==> src/rtl/alu_issue_scheduler_if.sv <==
// Handshake bundle for alu_issue_scheduler: host push port, ALU issue/done port
// and result port. The scheduler uses the slave view, its environment the master view.
interface alu_issue_scheduler_if #(
  parameter int WIDTH = 8,
  parameter int OPW   = 3
);
  logic             in_valid;
  logic             in_ready;
  logic [WIDTH-1:0] in_a;
  logic [WIDTH-1:0] in_b;
  logic [OPW-1:0]   in_op;

  logic             alu_start;
  logic [WIDTH-1:0] alu_a;
  logic [WIDTH-1:0] alu_b;
  logic [OPW-1:0]   alu_op;
  logic             alu_done;
  logic [WIDTH-1:0] alu_result;

  logic             out_valid;
  logic             out_ready;
  logic [WIDTH-1:0] out_data;

  modport master (
    output in_valid, in_a, in_b, in_op, alu_done, alu_result, out_ready,
    input  in_ready, alu_start, alu_a, alu_b, alu_op, out_valid, out_data
  );

  modport slave (
    input  in_valid, in_a, in_b, in_op, alu_done, alu_result, out_ready,
    output in_ready, alu_start, alu_a, alu_b, alu_op, out_valid, out_data
  );
endinterface

==> src/rtl/alu_issue_scheduler.sv <==
// Queues (a, b, op) triples in a small FIFO and issues them one at a time to the
// shared ALU with a start/done handshake, returning each result on a valid/ready port.
module alu_issue_scheduler #(
  parameter int WIDTH   = 8,
  parameter int OPW     = 3,
  parameter int DEPTH   = 4,
  parameter int TIMEOUT = 15
) (
  input  logic                   clk,
  input  logic                   rst_n,
  input  logic                   ena,
  alu_issue_scheduler_if.slave   bus,
  output logic                   busy,
  output logic                   err_timeout,
  output logic [$clog2(DEPTH):0] fifo_count
);
  localparam int PW = $clog2(DEPTH);
  localparam int CW = PW + 1;
  localparam int TW = $clog2(TIMEOUT + 1);

  typedef enum logic [1:0] {S_IDLE, S_ISSUE, S_WAIT, S_HOLD} state_e;

  typedef struct packed {
    logic [WIDTH-1:0] a;
    logic [WIDTH-1:0] b;
    logic [OPW-1:0]   op;
  } entry_t;

  state_e           state_q, state_d;
  entry_t           mem_q [DEPTH];
  logic [PW-1:0]    wr_ptr_q, wr_ptr_d;
  logic [PW-1:0]    rd_ptr_q, rd_ptr_d;
  logic [CW-1:0]    count_q, count_d;
  logic [TW-1:0]    timer_q, timer_d;
  entry_t           issue_q, issue_d;
  logic             out_valid_q, out_valid_d;
  logic [WIDTH-1:0] out_data_q, out_data_d;
  logic             err_q, err_d;

  logic   in_ready;
  logic   push;
  logic   pop;
  entry_t in_entry;
  entry_t head;

  assign in_ready = count_q < CW'(DEPTH);
  assign push     = bus.in_valid && in_ready;
  assign in_entry = {bus.in_a, bus.in_b, bus.in_op};
  assign head     = mem_q[rd_ptr_q];

  always_comb begin
    // NOTE: every signal written here gets a default first, so no path can infer a latch.
    state_d     = state_q;
    wr_ptr_d    = wr_ptr_q;
    rd_ptr_d    = rd_ptr_q;
    timer_d     = timer_q;
    issue_d     = issue_q;
    out_valid_d = out_valid_q;
    out_data_d  = out_data_q;
    err_d       = err_q;
    pop         = 1'b0;

    case (state_q)
      S_IDLE: begin
        if (ena && count_q != '0) begin
          pop     = 1'b1;
          issue_d = head;
          state_d = S_ISSUE;
        end
      end
      S_ISSUE: begin
        timer_d = '0;
        state_d = S_WAIT;
      end
      S_WAIT: begin
        // A done in the final WAIT cycle still wins over the abort.
        if (bus.alu_done) begin
          out_data_d  = bus.alu_result;
          out_valid_d = 1'b1;
          state_d     = S_HOLD;
        end else if (timer_q >= TW'(TIMEOUT - 1)) begin
          timer_d     = TW'(TIMEOUT);
          out_data_d  = '1;
          out_valid_d = 1'b1;
          err_d       = 1'b1;
          state_d     = S_HOLD;
        end else begin
          timer_d = timer_q + TW'(1);
        end
      end
      S_HOLD: begin
        if (bus.out_ready) begin
          out_valid_d = 1'b0;
          state_d     = S_IDLE;
        end
      end
      default: state_d = S_IDLE;
    endcase

    if (push) wr_ptr_d = wr_ptr_q + PW'(1);
    if (pop)  rd_ptr_d = rd_ptr_q + PW'(1);
    count_d = count_q + CW'(push) - CW'(pop);
  end

  // NOTE: sequential state uses non-blocking assignments so every flop sees pre-edge values.
  always_ff @(posedge clk) begin
    if (!rst_n) begin
      state_q     <= S_IDLE;
      wr_ptr_q    <= '0;
      rd_ptr_q    <= '0;
      count_q     <= '0;
      timer_q     <= '0;
      issue_q     <= '0;
      out_valid_q <= 1'b0;
      out_data_q  <= '0;
      err_q       <= 1'b0;
    end else begin
      state_q     <= state_d;
      wr_ptr_q    <= wr_ptr_d;
      rd_ptr_q    <= rd_ptr_d;
      count_q     <= count_d;
      timer_q     <= timer_d;
      issue_q     <= issue_d;
      out_valid_q <= out_valid_d;
      out_data_q  <= out_data_d;
      err_q       <= err_d;
    end
  end

  // NOTE: FIFO storage is not reset; count and pointers alone decide which entries are live.
  always_ff @(posedge clk) begin
    if (push) mem_q[wr_ptr_q] <= in_entry;
  end

  assign bus.in_ready  = in_ready;
  assign bus.alu_start = (state_q == S_ISSUE);
  assign bus.alu_a     = issue_q.a;
  assign bus.alu_b     = issue_q.b;
  assign bus.alu_op    = issue_q.op;
  assign bus.out_valid = out_valid_q;
  assign bus.out_data  = out_data_q;

  assign busy        = (state_q != S_IDLE) || (count_q != '0);
  assign err_timeout = err_q;
  assign fifo_count  = count_q;
endmodule

==> src/flat_wrapper.sv <==
// flat-port wrapper written by rule: the top's interface ports become plain ports
module alu_issue_scheduler_flat 
#(
  parameter int WIDTH   = 8,
  parameter int OPW     = 3,
  parameter int DEPTH   = 4,
  parameter int TIMEOUT = 15
)
  (clk, rst_n, ena, busy, err_timeout, fifo_count, bus_in_valid, bus_in_a, bus_in_b, bus_in_op, bus_alu_done, bus_alu_result, bus_out_ready, bus_in_ready, bus_alu_start, bus_alu_a, bus_alu_b, bus_alu_op, bus_out_valid, bus_out_data);
  alu_issue_scheduler_if #(.WIDTH(WIDTH), .OPW(OPW)) bus_i ();
  input  logic clk;
  input  logic rst_n;
  input  logic ena;
  output logic busy;
  output logic err_timeout;
  output logic [$clog2(DEPTH):0] fifo_count;
  input wire logic [$bits(bus_i.in_valid)-1:0] bus_in_valid;
  input wire logic [$bits(bus_i.in_a)-1:0] bus_in_a;
  input wire logic [$bits(bus_i.in_b)-1:0] bus_in_b;
  input wire logic [$bits(bus_i.in_op)-1:0] bus_in_op;
  input wire logic [$bits(bus_i.alu_done)-1:0] bus_alu_done;
  input wire logic [$bits(bus_i.alu_result)-1:0] bus_alu_result;
  input wire logic [$bits(bus_i.out_ready)-1:0] bus_out_ready;
  output wire logic [$bits(bus_i.in_ready)-1:0] bus_in_ready;
  output wire logic [$bits(bus_i.alu_start)-1:0] bus_alu_start;
  output wire logic [$bits(bus_i.alu_a)-1:0] bus_alu_a;
  output wire logic [$bits(bus_i.alu_b)-1:0] bus_alu_b;
  output wire logic [$bits(bus_i.alu_op)-1:0] bus_alu_op;
  output wire logic [$bits(bus_i.out_valid)-1:0] bus_out_valid;
  output wire logic [$bits(bus_i.out_data)-1:0] bus_out_data;
  assign bus_i.in_valid = bus_in_valid;
  assign bus_i.in_a = bus_in_a;
  assign bus_i.in_b = bus_in_b;
  assign bus_i.in_op = bus_in_op;
  assign bus_i.alu_done = bus_alu_done;
  assign bus_i.alu_result = bus_alu_result;
  assign bus_i.out_ready = bus_out_ready;
  assign bus_in_ready = bus_i.in_ready;
  assign bus_alu_start = bus_i.alu_start;
  assign bus_alu_a = bus_i.alu_a;
  assign bus_alu_b = bus_i.alu_b;
  assign bus_alu_op = bus_i.alu_op;
  assign bus_out_valid = bus_i.out_valid;
  assign bus_out_data = bus_i.out_data;
  alu_issue_scheduler #(.WIDTH(WIDTH), .OPW(OPW), .DEPTH(DEPTH), .TIMEOUT(TIMEOUT)) u_core (.clk(clk), .rst_n(rst_n), .ena(ena), .bus(bus_i), .busy(busy), .err_timeout(err_timeout), .fifo_count(fifo_count));
endmodule
==> config.mk <==
export PLATFORM = sky130hd
export DESIGN_NAME = alu_issue_scheduler_flat
export DESIGN_NICKNAME = d
export VERILOG_FILES = /design/src/rtl/alu_issue_scheduler_if.sv /design/src/rtl/alu_issue_scheduler.sv /design/src/flat_wrapper.sv
export SDC_FILE = /design/constraint.sdc
export NUM_CORES = 1
export LEC_CHECK = 0
export BUFFER_PORTS_ARGS = -buffer_cell sky130_fd_sc_hd__clkbuf_2
export CAP_MARGIN = 20
export CORE_MARGIN = 10
export CORE_UTILIZATION = 35
export CTS_BUF_LIST = sky130_fd_sc_hd__clkbuf_8
export DETAILED_ROUTE_END_ITERATION = 10
export GPL_ROUTABILITY_DRIVEN = 0
export HOLD_SLACK_MARGIN = 0.05
export MAX_ROUTING_LAYER = met4
export PLACE_DENSITY_LB_ADDON = 0.3
export SYNTH_ARGS = -nofsm -noshare
export SYNTH_HDL_FRONTEND = slang
export SYNTH_SLANG_ARGS = --single-unit
==> constraint.sdc <==
create_clock -name clk -period 3 [get_ports clk]
set_input_delay 0.6 -clock clk [delete_from_list [all_inputs] [get_ports clk]]
set_output_delay 0.6 -clock clk [all_outputs]
set_load 0.01 [all_outputs]
### Word-level counts from Yosys, hierarchy flattened

Memory sizes are Yosys's and may differ from the RTL's. A register that Yosys moved wholly into a read port is not among the register bits.
Index checks and enable logic that the tools add are counted.

| word-level totals | value |
|---|---|
| bits in registers | 23 |
| latch bits | 0 |
| memory bits (writable) | 76 |
| ROM bits | 0 |
| output and inout port bits | 35 |
| word-level logic and storage cells | 58 |
| memories kept | 1 |

| cells by class | value |
|---|---|
| add/subtract/negate cells | 5 |
| $mul | 0 |
| div/mod/pow operators | 0 |
| magnitude comparators | 2 |
| equal/unequal tests | 7 |
| shifts and indexed selects | 0 |
| muxes and demuxes | 18 |
| bitwise operators | 1 |
| reduce and logical (&&, ||, !) cells | 16 |

Memory list:

| name | words | bits a word | read ports | clocked after memory_dff | write ports | RTL line | source |
|---|---|---|---|---|---|---|---|
| u_core.mem_q | 4 | 19 | 1 | 1 | 1 | alu_issue_scheduler.sv:30 | `entry_t mem_q [DEPTH];` |

Operators with widths:

| cell | count |
|---|---|
| $mux W8 | 2 |
| $reduce_and A3 Y1 | 3 |
| $mux W2 | 4 |
| $mux W4 | 2 |
| $pmux W2 S4 | 1 |
| $pmux W4 S2 | 1 |
| $reduce_bool A2 Y1 | 4 |
| $mux W1 | 7 |
| $reduce_and A2 Y1 | 3 |
| $add A2 B1 Y2 const B | 2 |
| $add A4 B1 Y4 const B | 1 |
| $eq A2 B2 Y1 const B | 2 |
| $ge A4 B4 Y1 const B | 1 |
| $ne A2 B2 Y1 const B | 2 |
| $add A3 B1 Y3 | 1 |
| $lt A3 B3 Y1 const B | 1 |
| $ne A3 B2 Y1 const B | 1 |
| $reduce_bool A3 Y1 | 1 |
| $sub A3 B1 Y3 | 1 |
| $eq A2 B1 Y1 const B | 1 |
| $logic_and A1 B1 Y1 | 2 |
| $logic_not A2 Y1 | 1 |
| $ne A2 B1 Y1 const B | 1 |
| $pmux W1 S2 | 1 |
| other kinds (3) | 3 |

### Logic depth before layout (Yosys ltp)

| logic depth | value |
|---|---|
| word-level depth | 5 |
| depth in mapped cells | 13 |
| gate-level depth less buffers | 12 |

### Worst setup path after synthesis

No wires, ideal clock.

| timing | value |
|---|---|
| path kind | reg2reg |
| start point | register u_core.state_q[0] |
| end point | register u_core.count_q[2], in the netlist u_core.fifo_count[2] |
| arrival time | 2.226 ns |
| required time | 2.885 ns |
| setup slack | 0.659 ns |
| cell stages (with the launch flop) | 14 |
| buffers on the path | 1 |
| cell sequence | dfxtp_1 -> inv_1 -> ha_1 -> nand3b_1 -> inv_1 -> buf_2 -> ha_1 -> inv_1 -> ha_1 -> inv_1 -> fa_1 -> xnor2_1 -> xnor2_1 -> and2_1 |

| on the way | value |
|---|---|
| longest elaborated chain between the ends | 3 |

RTL lines:

| what | RTL line | source |
|---|---|---|
| start, declared | alu_issue_scheduler.sv:29 | `state_e state_q, state_d;` |
| start signal, assigned | alu_issue_scheduler.sv:118 | `state_q <= state_d;` |
| $logic_not A2 Y1 | alu_issue_scheduler.sv:63 | `case (state_q)` |
| $mux W1 | alu_issue_scheduler.sv:63 |  |
| net u_core.pop | alu_issue_scheduler.sv:42 | `logic pop;` |
| $sub A3 B1 Y3 | alu_issue_scheduler.sv:102 | `count_d = count_q + CW'(push) - CW'(pop);` |
| end signal, assigned | alu_issue_scheduler.sv:121 | `count_q <= count_d;` |
| end, declared | alu_issue_scheduler.sv:33 | `logic [CW-1:0] count_q, count_d;` |

The timed path passes the listed nets, and every way through them passes these cells.
A chain may end at the register's enable or synchronous reset.

### Final worst setup path

| timing | value |
|---|---|
| start point | register u_core.state_q[0] |
| end point | register u_core.count_q[2], in the netlist u_core.fifo_count[2] |

| on the way | value |
|---|---|
| longest elaborated chain between the ends | 3 |

RTL lines:

| what | RTL line |
|---|---|
| $logic_not A2 Y1 | alu_issue_scheduler.sv:63 |
| $mux W1 | alu_issue_scheduler.sv:63 |
| $sub A3 B1 Y3 | alu_issue_scheduler.sv:102 |

Every way passes these cells.

==> results_dict.tcl <==
set metrics [dict create \
    status "complete, no violations" \
    path_common_cell "inv_1" \
    num_io_pins 68 \
    grt-ovfl-total 0 \
    worstPathArrival_ns 2.59 \
    synth_top_family_by_area "multiplexers" \
    ant_nets 0 \
    finalWirelength_mm 9.337 \
    p_leak_uw 0.002028 \
    slowest_delay_ns 0.38 \
    seqPwrFrac 0.468 \
    hold_viol_final 0 \
    muxShareOfSynthArea 0.09253 \
    cp_cell_sequence "inv_1 > ha_1 > nand3b_1 > inv_1 > ha_1 > inv_1 > ha_1 > inv_1 > fa_1 > xnor2_1 > xnor2_1 > and2_1" \
    clockBufferDepth 2 \
    die-area_sq_mm 0.01821 \
    ys_async_sr_fraction 0 \
    path_clk_slew_ns 0.07 \
    post-cts-setup-buffers 0 \
    rsz0062_at_grt "false" \
    cts_tree "done" \
    seq_area_frac_synth 0.6753 \
    comb_power_share 0.255 \
    cts_hold_buf 0 \
    clock_sinks 118 \
    layout.nets 430 \
    synthAdderAreaFrac 0.03950 \
    syn-instance-count 304 \
    powerDensity_mw_per_mm2 805.3 \
    endpoint_kind "flip-flop" \
    slowest_stage "dfxtp_1" \
    track_usage 0.1104 \
    post-route-period-util 0.7586 \
    drive_above_1_share 0.3283 \
    synth-compound-area-share 0.08090 \
    finalPower_uw 4414 \
    netlist_area_sq_mm 0.004624 \
    first_global_vias 2761 \
    die_x_um 134.9 \
    slew_viol_final 0 \
    drv_cap 0 \
    synth_xor_area_frac 0.01136 \
    critPathMaxFanout 4 \
    cts.htree.levels 4 \
    setup_viol 0 \
    start_kind "flip-flop" \
    internal_power_uw 3097 \
    ir_worst_vdd_mv 0.2741 \
    fp.coreArea_sq_mm 0.01277 \
    synth_warnings 0 \
    dp.cells 536 \
    critical_path_class "flip-flop to flip-flop" \
    numCtsBuffers 17 \
    synth_area_per_cell_sq_um 15.21 \
    fin_skew_ns 0.01109 \
    synth-simple-area-share 0.07062 \
    grt_max_degree 45 \
    syn2layout_area_growth_pct 18.53 \
    period_minus_slack_ns 2.276 \
    viasPerCell 4.722 \
    antenna_found_initial 0 \
    switching_share 0.2984 \
    io_buffers 67 \
    slew_headroom 0.4278 \
    final_util 0.4291 \
    cts_resized 0 \
    die_h_um 134.9 \
    drt_iter0_markers 161 \
    hold_class "input port to flip-flop" \
    antenna_cells 0 \
    synth.distinct_cells 35 \
    clkPwrFrac 0.277 \
    dp.final_hpwl_mm 6.006 \
    tightest_slew_ns 0.8584 \
    remaining_drc_errors 0 \
    start_util 0.3620 \
    layout.cells.non_filler 568 \
    ys.flop_type "edfxtp_1" \
    p_sw_uw 1317 \
    dr.pass1.iters 4 \
    vias 2682 \
    crit_required_ns 3.31 \
    num_rows 41 \
    synth_edf_count 76 \
    syn-num-nets 351 \
    grt_first_pass_wirelength_mm 14.88 \
    cts_root_buf "clkbuf_8" \
    setup_tns_ns 0 \
    fmax_ghz 0.4394 \
    clk_latency_ns 0.43 \
    ys_ff_latch 118 \
    wl_per_cell_um 16.44 \
]
[layer usage]
| layer | wire (um) | GRT usage | vias up | part of all wire |
|---|---|---|---|---|
| li1 | - | - | 1278 | - |
| met4 | 143 | 0.05203 | 0 | 0.015 |
| met5 | 0 | - | - | 0 |
| met3 | 454 | 0.03672 | 12 | 0.049 |
| met2 | 4695 | 0.1794 | 73 | 0.50 |
| met1 | 4043 | 0.1204 | 1319 | 0.43 |
[synth_stat cells (2+ instances only)]
cell,count,share of area
and2_1,11,0.015
o21ai_0,5,0.0054
buf_6,2,0.0049
a21oi_1,4,0.0043
edfxtp_1,76,0.49
dfxtp_1,42,0.18
nor2_1,4,0.0032
ha_1,13,0.035
a21boi_1,10,0.016
a21boi_0,9,0.015
mux4_2,19,0.093
nand2b_1,2,0.0027
o21a_1,3,0.0049
o221a_2,8,0.019
inv_1,13,0.011
buf_4,4,0.0065
nor2b_1,4,0.0054
clkbuf_1,7,0.0057
nand2_1,45,0.037
o211ai_1,2,0.0032
xnor2_1,5,0.0095
nand3_1,2,0.0022
buf_2,2,0.0022
[worst max-delay path, delay by kind of cell, from the launching register on]
kind | cells | cell delay [ns]
adders and majority gates | 4 | 0.99
DFF | 1 | 0.38
xor gates and xnor gates | 2 | 0.27
and+or+nand+nor | 2 | 0.26
buffers and inverters | 4 | 0.26
[sequential cells by signal, summed over array words and instances, names as in the netlist, 3 cells and up]
signal,count
u_core.bus.alu_a,8
u_core.bus.alu_b,8
u_core.bus.alu_op,3
u_core.bus.out_data,8
u_core.fifo_count,3
u_core.mem_q,76
u_core.timer_q,4
[metrics by stage]
stage          hold slack [ns]  worst slack (ns)  cell area, sq um
2_1_floorplan           0.4690            0.6587              4624
3_3_place_gp            0.4415            0.7466              5146
3_5_place_dp            0.4476            0.6819              5146
4_1_cts                 0.3493            0.7097              5482
5_1_grt                 0.3629            0.5179              5482
6_report                0.3854            0.7242              5482
[cell type report]
type                       count  area [sq um]
clock inverter                15         101.3
fill                        1185          7292
clock buffer                  17         234.0
inverter                      13         48.80
timing repair buffer          75         395.4
tap                          172         215.2
sequential                   118          3123
multi-input combinational    158          1364
[worst paths after layout]
kind	startpoint	end	slack (ns)	cells after the start
worst max-delay path	u_core.state_q[0]	u_core.fifo_count[2]	0.72	12
worst min-delay path	bus_in_a[4]	u_core.mem_q[3][15]	0.39	1
worst max register to register	u_core.state_q[0]	u_core.fifo_count[2]	0.72	12
worst min register to register	u_core.bus.alu_a[4]	u_core.bus.alu_a[4]	0.46	2
[layout by cell type, fill, tap and decap left out, types with 8 or more instances in the layout]
| cell type | instances |
|---|---|
| edfxtp_1 | 76 |
| clkbuf_2 | 67 |
| nand2_1 | 45 |
| dfxtp_1 | 42 |
| mux4_2 | 19 |
| inv_1 | 18 |
| clkbuf_8 | 17 |
| ha_1 | 13 |
| and2_1 | 11 |
| a21boi_1 | 10 |
| a21boi_0 | 9 |
| o221a_2 | 8 |
| buf_4 | 8 |
[logic make-up (layout without fill, tap and decap cells)]
logic type | Yosys count | count (layout)
flip-flops | 118 | 118
adder cells (fa/ha/maj) | 14 | 14
buffers and inverters | 28 | 120
AO/OA/AOI/OAI | 48 | 48
multiplexers | 19 | 19
AND/OR/NAND/NOR | 71 | 71
XOR/XNOR | 6 | 6
[power groups by stage]
stage	Sequential, uW	Combinational (uW)	Clock [uW]
final	2070	1120	1220
after global routing	2090	1270	1340
after floorplan	2140	760	0
after detailed placement	2100	1160	0
after CTS	2070	1160	1270
after global placement	2090	1150	0
(Power assumes the default switching activity.)
